[config.mk]
export PLATFORM = sky130hd
export DESIGN_NAME = key_stream_loader_flat
export DESIGN_NICKNAME = d
export VERILOG_FILES = /design/src/rtl/key_stream_loader_if.sv /design/src/rtl/key_stream_loader.sv /design/src/flat_wrapper.sv
export SDC_FILE = /design/constraint.sdc
export NUM_CORES = 1
export LEC_CHECK = 0
export BUFFER_PORTS_ARGS = -buffer_cell sky130_fd_sc_hd__clkbuf_2
export CAP_MARGIN = 15
export CORE_MARGIN = 2
export CORE_UTILIZATION = 52
export CTS_CLUSTER_SIZE = 16
export DETAILED_ROUTE_END_ITERATION = 8
export GPL_TIMING_DRIVEN = 0
export PLACE_DENSITY = 0.78
export SYNTH_ARGS = -nofsm -noshare
export SYNTH_HDL_FRONTEND = slang
export SYNTH_SLANG_ARGS = --single-unit
[constraint.sdc]
create_clock -name clk -period 2 [get_ports clk]
set_input_delay 0.4 -clock clk [delete_from_list [all_inputs] [get_ports clk]]
set_output_delay 0.4 -clock clk [all_outputs]
set_load 0.005 [all_outputs]
[src/rtl/key_stream_loader_if.sv]
// Byte handshake between a key source and key_stream_loader.
// In-band parity bit present only when KEY_PARITY_CHECK_EN is defined.
interface key_stream_loader_if #(
  parameter int unsigned BYTE_W = 8
);
  logic [BYTE_W-1:0] in_data;
  logic              in_valid;
  logic              in_ready;
`ifdef KEY_PARITY_CHECK_EN
  logic              in_parity;

  modport master (output in_data, output in_valid, output in_parity, input in_ready);
  modport slave  (input in_data, input in_valid, input in_parity, output in_ready);
`else
  modport master (output in_data, output in_valid, input in_ready);
  modport slave  (input in_data, input in_valid, output in_ready);
`endif
endinterface

[src/rtl/key_stream_loader.sv]
// Feeds the SIPO key shift register: accepts key bytes and serialises them MSB-first.
// Optional odd-parity checking on incoming bytes is enabled by defining KEY_PARITY_CHECK_EN.
module key_stream_loader #(
  parameter int unsigned SIZE   = 256,
  parameter int unsigned BYTE_W = 8,
  parameter int unsigned CNT_W  = 9
) (
  input  logic                 clk,
  input  logic                 reset,
  input  logic                 start,
  key_stream_loader_if.slave   in_bus,
  output logic                 shift,
  output logic                 s_out,
  output logic                 busy,
  output logic                 done,
  output logic [CNT_W-1:0]     bit_count
`ifdef KEY_PARITY_CHECK_EN
  ,
  output logic                 parity_err
`endif
);

  localparam int unsigned NBYTES = SIZE / BYTE_W;
  localparam int unsigned IDX_W  = (BYTE_W > 1) ? $clog2(BYTE_W) : 1;
  localparam int unsigned BCNT_W = $clog2(NBYTES + 1);

  localparam logic [1:0] S_IDLE  = 2'd0;
  localparam logic [1:0] S_LOAD  = 2'd1;
  localparam logic [1:0] S_SHIFT = 2'd2;
  localparam logic [1:0] S_DONE  = 2'd3;

  logic [1:0]        state;
  logic [1:0]        state_nxt;
  logic [BYTE_W-1:0] byte_buf;
  logic [IDX_W-1:0]  bit_idx;
  logic [BCNT_W-1:0] byte_cnt;
  logic              accept;
  logic              last_bit;
  logic              byte_ok;
  logic              start_ok;

`ifdef KEY_PARITY_CHECK_EN
  // Odd parity over data plus parity bit.
  assign byte_ok = ^{in_bus.in_data, in_bus.in_parity};
`else
  assign byte_ok = 1'b1;
`endif

  assign start_ok = (state == S_IDLE) && start;

  always_ff @(posedge clk or posedge reset) begin
    if (reset) state <= S_IDLE;
    else       state <= state_nxt;
  end

  // Next-state decode and per-cycle strobes.
  always_comb begin
    state_nxt = state;
    accept    = 1'b0;
    last_bit  = 1'b0;
    case (state)
      S_IDLE: begin
        if (start) state_nxt = S_LOAD;
      end
      S_LOAD: begin
        if (in_bus.in_valid) begin
          accept    = 1'b1;
          state_nxt = byte_ok ? S_SHIFT : S_IDLE;
        end
      end
      S_SHIFT: begin
        if (bit_idx == IDX_W'(BYTE_W - 1)) begin
          last_bit  = 1'b1;
          state_nxt = (byte_cnt == BCNT_W'(NBYTES - 1)) ? S_DONE : S_LOAD;
        end
      end
      S_DONE: begin
        state_nxt = S_IDLE;
      end
      default: begin
        state_nxt = S_IDLE;
      end
    endcase
  end

  // Byte buffer, bit/byte counters.
  always_ff @(posedge clk or posedge reset) begin
    if (reset) begin
      byte_buf  <= '0;
      bit_idx   <= '0;
      byte_cnt  <= '0;
      bit_count <= '0;
    end else begin
      if (start_ok) begin
        byte_cnt  <= '0;
        bit_count <= '0;
      end
      if (accept) begin
        byte_buf <= in_bus.in_data;
        bit_idx  <= '0;
      end
      if (state == S_SHIFT) begin
        byte_buf  <= byte_buf << 1;
        bit_idx   <= bit_idx + IDX_W'(1);
        bit_count <= bit_count + CNT_W'(1);
        if (last_bit) byte_cnt <= byte_cnt + BCNT_W'(1);
      end
    end
  end

`ifdef KEY_PARITY_CHECK_EN
  // Sticky until the next accepted start.
  always_ff @(posedge clk or posedge reset) begin
    if (reset)                    parity_err <= 1'b0;
    else if (start_ok)            parity_err <= 1'b0;
    else if (accept && !byte_ok)  parity_err <= 1'b1;
  end
`endif

  assign in_bus.in_ready = (state == S_LOAD);
  assign shift           = (state == S_SHIFT);
  assign busy            = (state != S_IDLE);
  assign done            = (state == S_DONE);
  assign s_out           = byte_buf[BYTE_W-1];

endmodule

[src/flat_wrapper.sv]
// flat-port wrapper written by rule: the top's interface ports become plain ports
module key_stream_loader_flat 
#(
  parameter int unsigned SIZE   = 256,
  parameter int unsigned BYTE_W = 8,
  parameter int unsigned CNT_W  = 9
)
  (clk, reset, start, shift, s_out, busy, done, bit_count, in_bus_in_data, in_bus_in_valid, in_bus_in_ready);
  key_stream_loader_if #(.BYTE_W(BYTE_W)) in_bus_i ();
  input  logic clk;
  input  logic reset;
  input  logic start;
  output logic shift;
  output logic s_out;
  output logic busy;
  output logic done;
  output logic [CNT_W-1:0] bit_count;
  input wire logic [$bits(in_bus_i.in_data)-1:0] in_bus_in_data;
  input wire logic [$bits(in_bus_i.in_valid)-1:0] in_bus_in_valid;
  output wire logic [$bits(in_bus_i.in_ready)-1:0] in_bus_in_ready;
  assign in_bus_i.in_data = in_bus_in_data;
  assign in_bus_i.in_valid = in_bus_in_valid;
  assign in_bus_in_ready = in_bus_i.in_ready;
  key_stream_loader #(.SIZE(SIZE), .BYTE_W(BYTE_W), .CNT_W(CNT_W)) u_core (.clk(clk), .reset(reset), .start(start), .in_bus(in_bus_i), .shift(shift), .s_out(s_out), .busy(busy), .done(done), .bit_count(bit_count));
endmodule
==> results of run 1 <==
[through the flow]
| stage | instance area, um^2 | std cells |
|---|---|---|
| after floorplan | 1488 | 146 |
| after global placement | 1652 | 202 |
| after detailed placement | 1652 | 202 |
| after CTS | 1673 | 204 |
| after global routing | 1697 | 204 |
| final | 1697 | 204 |
[critical path: stages (launching register included)]
cell	delay, ps
dfrtp_1	400
buf_6	130
buf_2	220
or2_2	300
clkbuf_2	120
[placed cells by master (no fill, tap or decap), types with 2 or more instances in the layout]
master / synthesis / routed
or2_2: 2 / 2
buf_2: 2 / 2
and2b_1: 2 / 2
a21oi_1: 14 / 14
clkbuf_2: 1 / 28
nand2b_1: 5 / 5
dfrtp_1: 28 / 28
nand2_1: 10 / 10
o311ai_0: 4 / 4
o31ai_1: 3 / 3
nor2b_1: 8 / 8
mux2_2: 2 / 2
o21ai_0: 3 / 3
nor2_1: 2 / 2
o22ai_1: 2 / 2
a211oi_1: 7 / 7
nand3b_1: 2 / 2
nand4_1: 3 / 3
mux2i_1: 11 / 11
nand3_1: 8 / 8
ha_1: 4 / 4
clkbuf_4: 0 / 3
a22o_1: 2 / 2
[cell type report]
class	count	area [um^2]
fill	231	1037
sequential	28	700.7
timing repair buffer	26	152.6
clock buffer	3	22.52
multi-input combinational	107	734.5
tap	31	38.79
inverter	2	7.507
buffer	7	40.04
[cell families (layout without fill, tap and decap cells)]
family,Yosys count,count (layout),synth area share
xor gates and xnor gates,2,2,0.01178
AOI/OAI and AO/OA,40,40,0.1766
adders and majority gates,4,4,0.03364
and+or+nand+nor,48,48,0.1825
DFF,28,28,0.4710
muxes,13,13,0.08915
buffers and inverters,11,38,0.03532
[flip-flops by register name, summed over array words and instances, names as in the netlist]
name	count
u_core.byte_buf	8
u_core.bit_idx	3
u_core.bit_count	9
u_core.state	2
u_core.byte_cnt	6
[worst paths after layout]
kind / start / end / slack, ps / cells past startpoint
min: reset / u_core.bit_count[8]$_DFFE_PP0P_ / 70 / 2
min in group clk: in_bus_in_valid / u_core.state[0]$_DFFE_PP0P_ / 350 / 3
max reg2reg: u_core.bit_idx[0]$_DFFE_PP0P_ / u_core.byte_cnt[3]$_DFF_PP0_ / 330 / 5
min reg2reg: u_core.bit_count[8]$_DFFE_PP0P_ / u_core.bit_count[8]$_DFFE_PP0P_ / 490 / 1
max: u_core.state[1]$_DFFE_PP0P_ / busy / 90 / 4
max in group asynchronous: reset / u_core.byte_buf[0]$_DFFE_PP0P_ / 1470 / 3
[power groups by stage]
stage          registers [mW]  clock network, mW  logic, mW
2_1_floorplan           0.849                  0      0.664
3_3_place_gp            0.866                  0      0.861
3_5_place_dp            0.879                  0      0.900
4_1_cts                 0.865              0.235      0.906
5_1_grt                 0.896              0.257       1.03
6_report                0.867              0.232      0.902
[routing by layer]
metal | up-vias | routed length [um]
met5 | - | 0
met4 | 0 | 35
met3 | 4 | 127
met2 | 32 | 1452
met1 | 567 | 1422
li1 | 594 | -
==> impl_metrics.toml, run 1 <==
[floorplan]
fp.dieH_um = 57.49
coreArea_um2 = 2734
ioPinCount = 26
die_x_um = 57.49
die_area_um2 = 3305
initial_core_util = 0.5442
rows = 19

[place]
gp_congestion = 0.7446
pre_cts_ws_ps = 209.0
dp_hpwl_um = 2219
port-buffer-count = 25

[drt]
first_iter_violations = 24
vias = 1197
dr.pass1.iters = 4
route.detailed.drc = 0
antenna_left = 0
drt-wirelength-per-cell_um = 14.89
wl_um = 3037
drt-vias-per-instance = 5.868

[timing]
relSlewSlack = 0.6452
min_period_over_period = 0.9537
hold_ws_ps = 67.15
period_minus_slack_ps = 1907
final_hold_viol_count = 0
grt_setup_unrepaired = "no"
setup_ws_ps = 92.58
worstMarginPinSlew_ps = 531.5
fmax_mhz = 524.3
tns_ps = 0
clock_skew_ps = 5.135
setup_violations = 0
maxSlewViolCount = 0

[clocking]
clk_pin_slew_worst_paths_ps = 150
htree_levels = 1
cts.sink_count = 28
cts_tree = "yes"
postCtsSetupRepairBufs = 0
cts_resized = 3
clk_latency_ps = 320
clock-root-buffer = "clkbuf_4"
numCtsBuffers = 3
cts.path.max_buffers = 2
cts_hold_buffers = 0

[global_routing]
grt.total_usage = 0.2047
globalRouteMet1Util = 0.2891
use_met3 = 0.02494
grt_use_met2 = 0.3295
grt_pass1_wl_um = 5409
grt_max_degree = 29
grt_pass1_vias = 1215
grt_overflow = 0
antenna_found_initial = 0
grt.busiest_layer = "met2"

[synth]
ys_warn_count = 0
synth_cells = 146
synth_common_cells = "dfrtp_1, a21oi_1, mux2i_1"
netlist_area_um2 = 1488
synthArstFlopShare = 1.000
syn_avg_cell_area_um2 = 10.19
synth_top_area_frac = 0.4710
yosysMostFrequentCell = "dfrtp_1"
ys_seq_elements = 28
yosysUniqueCellTypes = 39
synth_area_leaders = "dfrtp_1, mux2i_1, a21oi_1"
seq_area_frac_synth = 0.4710
synth_top_area_cell = "dfrtp_1"
syn-num-nets = 162
ys.flop_type = "dfrtp_1"
synth_edf_count = 0

[layout]
drive_above_1_share = 0.2312
final_util = 0.6206
nets = 191
diodes = 0
area_growth_pct = 14.05

[setup_path]
crit_arrival_ps = 1510
critPathLaunchType = "flip-flop"
worst-endpoint-required_ps = 1600
cp-end-kind = "output port"
worstSetupPathType = "flip-flop to output port"
crit_fanout = 19

[pwr]
ir_worst_vdd_mv = 0.7928
share_seq_of_total_power = 0.433
finalPower_mw = 2.001
p_clk_frac = 0.116
power_leakage_nw = 0.7983
p_per_area_nw_per_um2 = 1179
p_sw_mw = 0.7908
p_sw_frac = 0.3952
power_frac_comb = 0.451
internal_power_mw = 1.210

[job]
max_cap_viol_count = 0

[worst_hold_path]
hold_path_class = "input pin to async pin"

[run_status]
outcome = "complete, no violations"
(Power assumes the default switching activity.)
==> inputs of run 2 (changes only) <==
--- a/config.mk
+++ b/config.mk
@@ -11,7 +11,6 @@
 export CORE_UTILIZATION = 52
 export CTS_CLUSTER_SIZE = 16
 export DETAILED_ROUTE_END_ITERATION = 8
-export GPL_TIMING_DRIVEN = 0
 export PLACE_DENSITY = 0.78
 export SYNTH_ARGS = -nofsm -noshare
 export SYNTH_HDL_FRONTEND = slang
==> constraint.sdc (replaced) <==
create_clock -name clk -period 1.9 [get_ports clk]
set_input_delay 0.38 -clock clk [delete_from_list [all_inputs] [get_ports clk]]
set_output_delay 0.38 -clock clk [all_outputs]
set_load 0.005 [all_outputs]
==> run 2 against run 1 <==
Core utilization shrank 0.18 points. Critical path depth shrank 1. Final cell count shrank 0.49%. Clock skew shrank 2.6 ps. Sequential power grew 8.5%. Sequential share of layout area grew 0.20 points. Wire length shrank 0.33%. Count of clock-buffer cells in the layout grew 1. Critical path type unchanged. Global-route usage shrank 0.27 points. Hold slack gained 5.9 ps. Non-clock buffer count shrank 2.
==> impl_metrics.toml, run 2 (same netlist as run 1, synthesis figures left out) <==
[global_routing]
grt_use_met2 = 0.3442
grt_pass1_vias = 1238
grt_max_degree = 29
antenna_found_initial = 0
globalRouteMet1Util = 0.2566
grt.total_usage = 0.2020
grt_pass1_wl_um = 5257
grt_overflow = 0
grt.busiest_layer = "met2"
use_met3 = 0.03628

[timing]
tns_ps = 0
period_minus_slack_ps = 1807
setup_violations = 0
grt_setup_unrepaired = "no"
clock_skew_ps = 2.581
hold_ws_ps = 73.08
relSlewSlack = 0.7327
min_period_over_period = 0.9513
worstMarginPinSlew_ps = 396.0
maxSlewViolCount = 0
final_hold_viol_count = 0
fmax_mhz = 553.3

[floorplan]
fp.dieH_um = 57.49
die_area_um2 = 3305
ioPinCount = 26
coreArea_um2 = 2734
die_x_um = 57.49
initial_core_util = 0.5442
rows = 19

[drt]
drt-wirelength-per-cell_um = 14.91
first_iter_violations = 27
antenna_left = 0
drt-vias-per-instance = 5.951
vias = 1208
route.detailed.drc = 0
dr.pass1.iters = 4
wl_um = 3027

[job]
max_cap_viol_count = 0

[pwr]
p_per_area_nw_per_um2 = 1264
power_leakage_nw = 0.7919
finalPower_mw = 2.138
ir_worst_vdd_mv = 0.7704

[place]
dp_hpwl_um = 2219
port-buffer-count = 25
placed_area_um2 = 1652
gp_congestion = 0.8387
dp.cells = 199

[setup_path]
critPathSlowestCell = "dfrtp_2"
crit_fanout = 24
startpoint = "u_core.state[0]$_DFFE_PP0P_"
worstSetupPathType = "flip-flop to output port"
critPathLaunchType = "flip-flop"
cp-end-kind = "output port"
crit_arrival_ps = 1430
worstReg2RegStart = "u_core.bit_idx[0]$_DFFE_PP0P_"
max_stage_delay_ps = 470
worst-endpoint-required_ps = 1520
path_cells = "buf_4 -> or2_2 -> clkbuf_2"

[clocking]
cts_hold_buffers = 0
cts.sink_count = 28
htree_levels = 1
numCtsBuffers = 3
cts_tree = "yes"
clk_pin_slew_worst_paths_ps = 150
cts.path.max_buffers = 2
clock-root-buffer = "clkbuf_4"
clk_latency_ps = 320

[layout]
diodes = 0
top_regs = "u_core.bit_count (9), u_core.byte_buf (8), u_core.byte_cnt (6)"
largest_reg_flops = 9
final_cell_count_no_fill = 203
max_flop_register = "u_core.bit_count"
postLayoutCellArea_um2 = 1692
nets = 189
num-fill-cells = 224
final_cell_mix = "dfrtp_1, clkbuf_2, a21oi_1"
area_growth_pct = 13.71
drive_above_1_share = 0.2384
layout_commonest_cell = "dfrtp_1"

[worst_hold_path]
hold_path_class = "input pin to async pin"

[run_status]
outcome = "complete, no violations"
-- run 2: cell types whose count changed in the layout (fill, tap and decap cells not counted), sizes merged --
cell / change
buf: +2
clkbuf: -3
-- run 2: layout make-up --
type	instances	area [um^2]	area share
repair buffers	31	170.2	0.1006
clock buffers	4	36.28	0.02145
inverters	2	10.01	0.005917
multi-input cells	107	734.5	0.4342
well taps	31	38.79	0.02293
flip-flops and latches	28	701.9	0.4149
-- run 2: path summary, 6_finish.rpt --
kind | end | slack (ps) | cells after the start
max | busy | 90 | 3
min reg2reg | u_core.bit_count[8]$_DFFE_PP0P_ | 500 | 1
min in group clk | u_core.state[0]$_DFFE_PP0P_ | 320 | 3
max in group asynchronous | u_core.state[0]$_DFFE_PP0P_ | 1560 | 3
max reg2reg | u_core.byte_cnt[5]$_DFF_PP0_ | 250 | 5
min | u_core.bit_count[8]$_DFFE_PP0P_ | 70 | 3
-- run 2: worst max-delay path: cells and delay by family (launching register included) --
| family | cells | cell delay, ps |
|---|---|---|
| flip-flops | 1 | 470 |
| buffers and inverters | 2 | 330 |
| AND/OR/NAND/NOR | 1 | 310 |
-- run 2: stage by stage --
| step | worst slack, ps | util |
|---|---|---|
| after floorplan | 382.0 | - |
| after global placement | 359.2 | 0.6041 |
| after detailed placement | 299.1 | 0.6041 |
| after CTS | 68.96 | 0.6174 |
| after global routing | 5.532 | 0.6188 |
| final | 92.52 | 0.6188 |
-- run 2: timing repair --
action / CTS / global route
resized for setup: 0 / 2
endpoints found under the hold margin: 0 / 0
setup endpoints to repair: 0 / 2
setup buffers: 0 / 0
-- run 2: per-layer routing --
layer / part of all wire / up-vias
li1: - / 597
met5: 0 / -
met2: 0.49 / 27
met4: 0.012 / 0
met1: 0.46 / 580
met3: 0.036 / 4
-- run 2: report_power, final --
part           internal, mW  switching, mW  total (mW)
clock                 0.117          0.169       0.286
sequential            0.773          0.168       0.941
combinational         0.426          0.485       0.911
==> inputs of run 3 (changes only) <==
--- a/config.mk
+++ b/config.mk
@@ -5,6 +5,7 @@
 export SDC_FILE = /design/constraint.sdc
 export NUM_CORES = 1
 export LEC_CHECK = 0
+export ABC_AREA = 1
 export BUFFER_PORTS_ARGS = -buffer_cell sky130_fd_sc_hd__clkbuf_2
 export CAP_MARGIN = 15
 export CORE_MARGIN = 2
==> run 3 against run 2 <==
Global-route usage down 0.87 points. Wire length fell by 10%. Worst setup slack gained 21 ps. Combinational power is 2.9% lower. Critical path depth grew 1. Largest power group is now combinational cells. Critical path type unchanged.
==> impl_metrics.toml, run 3 <==
[setup_path]
path_cells = "inv_2 -> nand2_4 -> inv_4 -> clkbuf_2"
worstSetupPathType = "flip-flop to output port"
worst-endpoint-required_ps = 1520
cp-end-kind = "output port"
critPathLaunchType = "flip-flop"
critPathSlowestCell = "dfrtp_1"
crit_fanout = 23
crit_arrival_ps = 1410
cp.depth = 4
path_buf_inv = 3
max_stage_delay_ps = 450
reg2reg_depth = 6
cp_top_family = "flip-flops"

[layout]
nets = 242
area_growth_pct = 11.97
final_cell_mix = "nand2_1, dfrtp_1, clkbuf_2"
layout_commonest_cell = "nand2_1"
postLayoutCellArea_um2 = 1709
drive_above_1_share = 0.2222
largest_reg_flops = 9
diodes = 0
top_regs = "u_core.bit_count (9), u_core.byte_buf (8), u_core.byte_cnt (6)"
max_flop_register = "u_core.bit_count"

[clocking]
clock-root-buffer = "clkbuf_4"
clk_latency_ps = 330
cts_hold_buffers = 0
cts.path.max_buffers = 2
clk_pin_slew_worst_paths_ps = 140
numCtsBuffers = 3
cts.sink_count = 28
cts_tree = "yes"
htree_levels = 1

[drt]
vias = 1258
drt-wirelength-per-cell_um = 10.64
first_iter_violations = 23
route.detailed.drc = 0
drt-vias-per-instance = 4.914
wl_um = 2725
dr.pass1.iters = 4
antenna_left = 0

[timing]
tns_ps = 0
fmax_mhz = 559.8
worstMarginPinSlew_ps = 343.1
clock_skew_ps = 2.991
min_period_over_period = 0.9401
relSlewSlack = 0.7712
setup_violations = 0
final_hold_viol_count = 0
maxSlewViolCount = 0
grt_setup_unrepaired = "no"
period_minus_slack_ps = 1786

[synth]
yosysUniqueCellTypes = 23
ys_seq_elements = 28
ys_warn_count = 0
synth_top_area_cell = "dfrtp_1"
syn-num-nets = 214
synthArstFlopShare = 1.000
synth_edf_count = 0
synth_top_area_frac = 0.4590
ys.flop_type = "dfrtp_1"
synth_cells = 198
seq_area_frac_synth = 0.4590
yosysMostFrequentCell = "nand2_1"
synth_area_leaders = "dfrtp_1, nand2_1, inv_1"
synth_common_cells = "nand2_1, dfrtp_1, inv_1"
syn_avg_cell_area_um2 = 7.709
netlist_area_um2 = 1526

[pwr]
ir_worst_vdd_mv = 0.9770
p_per_area_nw_per_um2 = 1195
power_leakage_nw = 0.9485

[global_routing]
grt_use_met2 = 0.3198
grt_pass1_vias = 1189
grt.total_usage = 0.1933
globalRouteMet1Util = 0.2597
grt.busiest_layer = "met2"
antenna_found_initial = 0
grt_pass1_wl_um = 5043
grt_overflow = 0
use_met3 = 0.02009
grt_max_degree = 29

[worst_hold_path]
hold_path_class = "input pin to async pin"

[job]
max_cap_viol_count = 0

[floorplan]
coreArea_um2 = 2781
die_area_um2 = 3385
fp.dieH_um = 58.18
ioPinCount = 26
initial_core_util = 0.5488
rows = 19
die_x_um = 58.18

[place]
port-buffer-count = 25
placed_area_um2 = 1670
dp_hpwl_um = 2121
gp_congestion = 0.7928

[run_status]
outcome = "complete, no violations"
-- run 3: cell types whose count changed in the layout (fill, tap and decap cells not counted), moves of 7 or more --
cell,delta
nand2_1,+60
inv_1,+23
nor2_1,+15
a21oi_1,-12
mux2i_1,-11
nor2b_1,-8
a211oi_1,-7
o21ai_2,+7
-- run 3: area by class of cell --
cell class	count	area [um^2]
fillers	262	1072
flip-flops and latches	28	700.7
multi-input cells	138	689.4
repair buffers	26	132.6
inverters	29	111.4
well taps	31	38.79
clock buffers	4	36.28
-- run 3: final timing paths --
path	slack, ps	from	end
max in group asynchronous	1590	reset	u_core.bit_count[6]$_DFFE_PP0P_
max	110	u_core.state[0]$_DFFE_PP0P_	shift
min	60	reset	u_core.byte_buf[1]$_DFFE_PP0P_
min in group clk	290	in_bus_in_data[0]	u_core.byte_buf[0]$_DFFE_PP0P_
min reg2reg	500	u_core.bit_idx[0]$_DFFE_PP0P_	u_core.bit_idx[0]$_DFFE_PP0P_
max reg2reg	500	u_core.state[0]$_DFFE_PP0P_	u_core.byte_cnt[4]$_DFF_PP0_
-- run 3: metrics by stage --
step / worst slack [ps] / util / total power, mW / hold slack (ps) / instances
after floorplan: 675.0 / - / 1.574 / 445.4 / 198
after global placement: 473.7 / 0.6005 / 1.737 / 446.4 / 252
after detailed placement: 438.4 / 0.6005 / 1.782 / 443.1 / 252
after CTS: 44.65 / 0.6136 / 2.070 / 65.34 / 256
after global routing: 11.77 / 0.6145 / 2.243 / 91.06 / 256
final: 113.8 / 0.6145 / 2.043 / 64.04 / 256
-- run 3: layer usage --
| metal | part of all wire | routed length [um] |
|---|---|---|
| met5 | 0 | 0 |
| met4 | 0.019 | 53 |
| met3 | 0.032 | 86 |
| met2 | 0.48 | 1319 |
| met1 | 0.46 | 1265 |
-- run 3: repair_timing --
action / 4_1_cts / 5_1_grt
setup buffers: 0 / 0
setup endpoints to repair: 0 / 1
resized for setup: 0 / 1
-- run 3: worst min-delay path: stages --
cell and delay [ps]:
clkbuf_2 80, inv_1 40, buf_4 320
-- run 3: where the power goes --
part	switching [mW]	leakage (nW)	total [mW]	internal, mW
registers	0.117	0.369	0.872	0.755
clock network	0.168	0.0210	0.286	0.117
logic	0.571	0.558	0.885	0.314
-- run 3: logic make-up after synthesis --
family          count (synthesis)  synth area share
flops                          28            0.4590
simple gates                  109            0.3123
fa+ha+maj                       4           0.03279
compound gates                 24            0.1008
buf+inv                        32           0.08934
xor+xnor                        1          0.005739
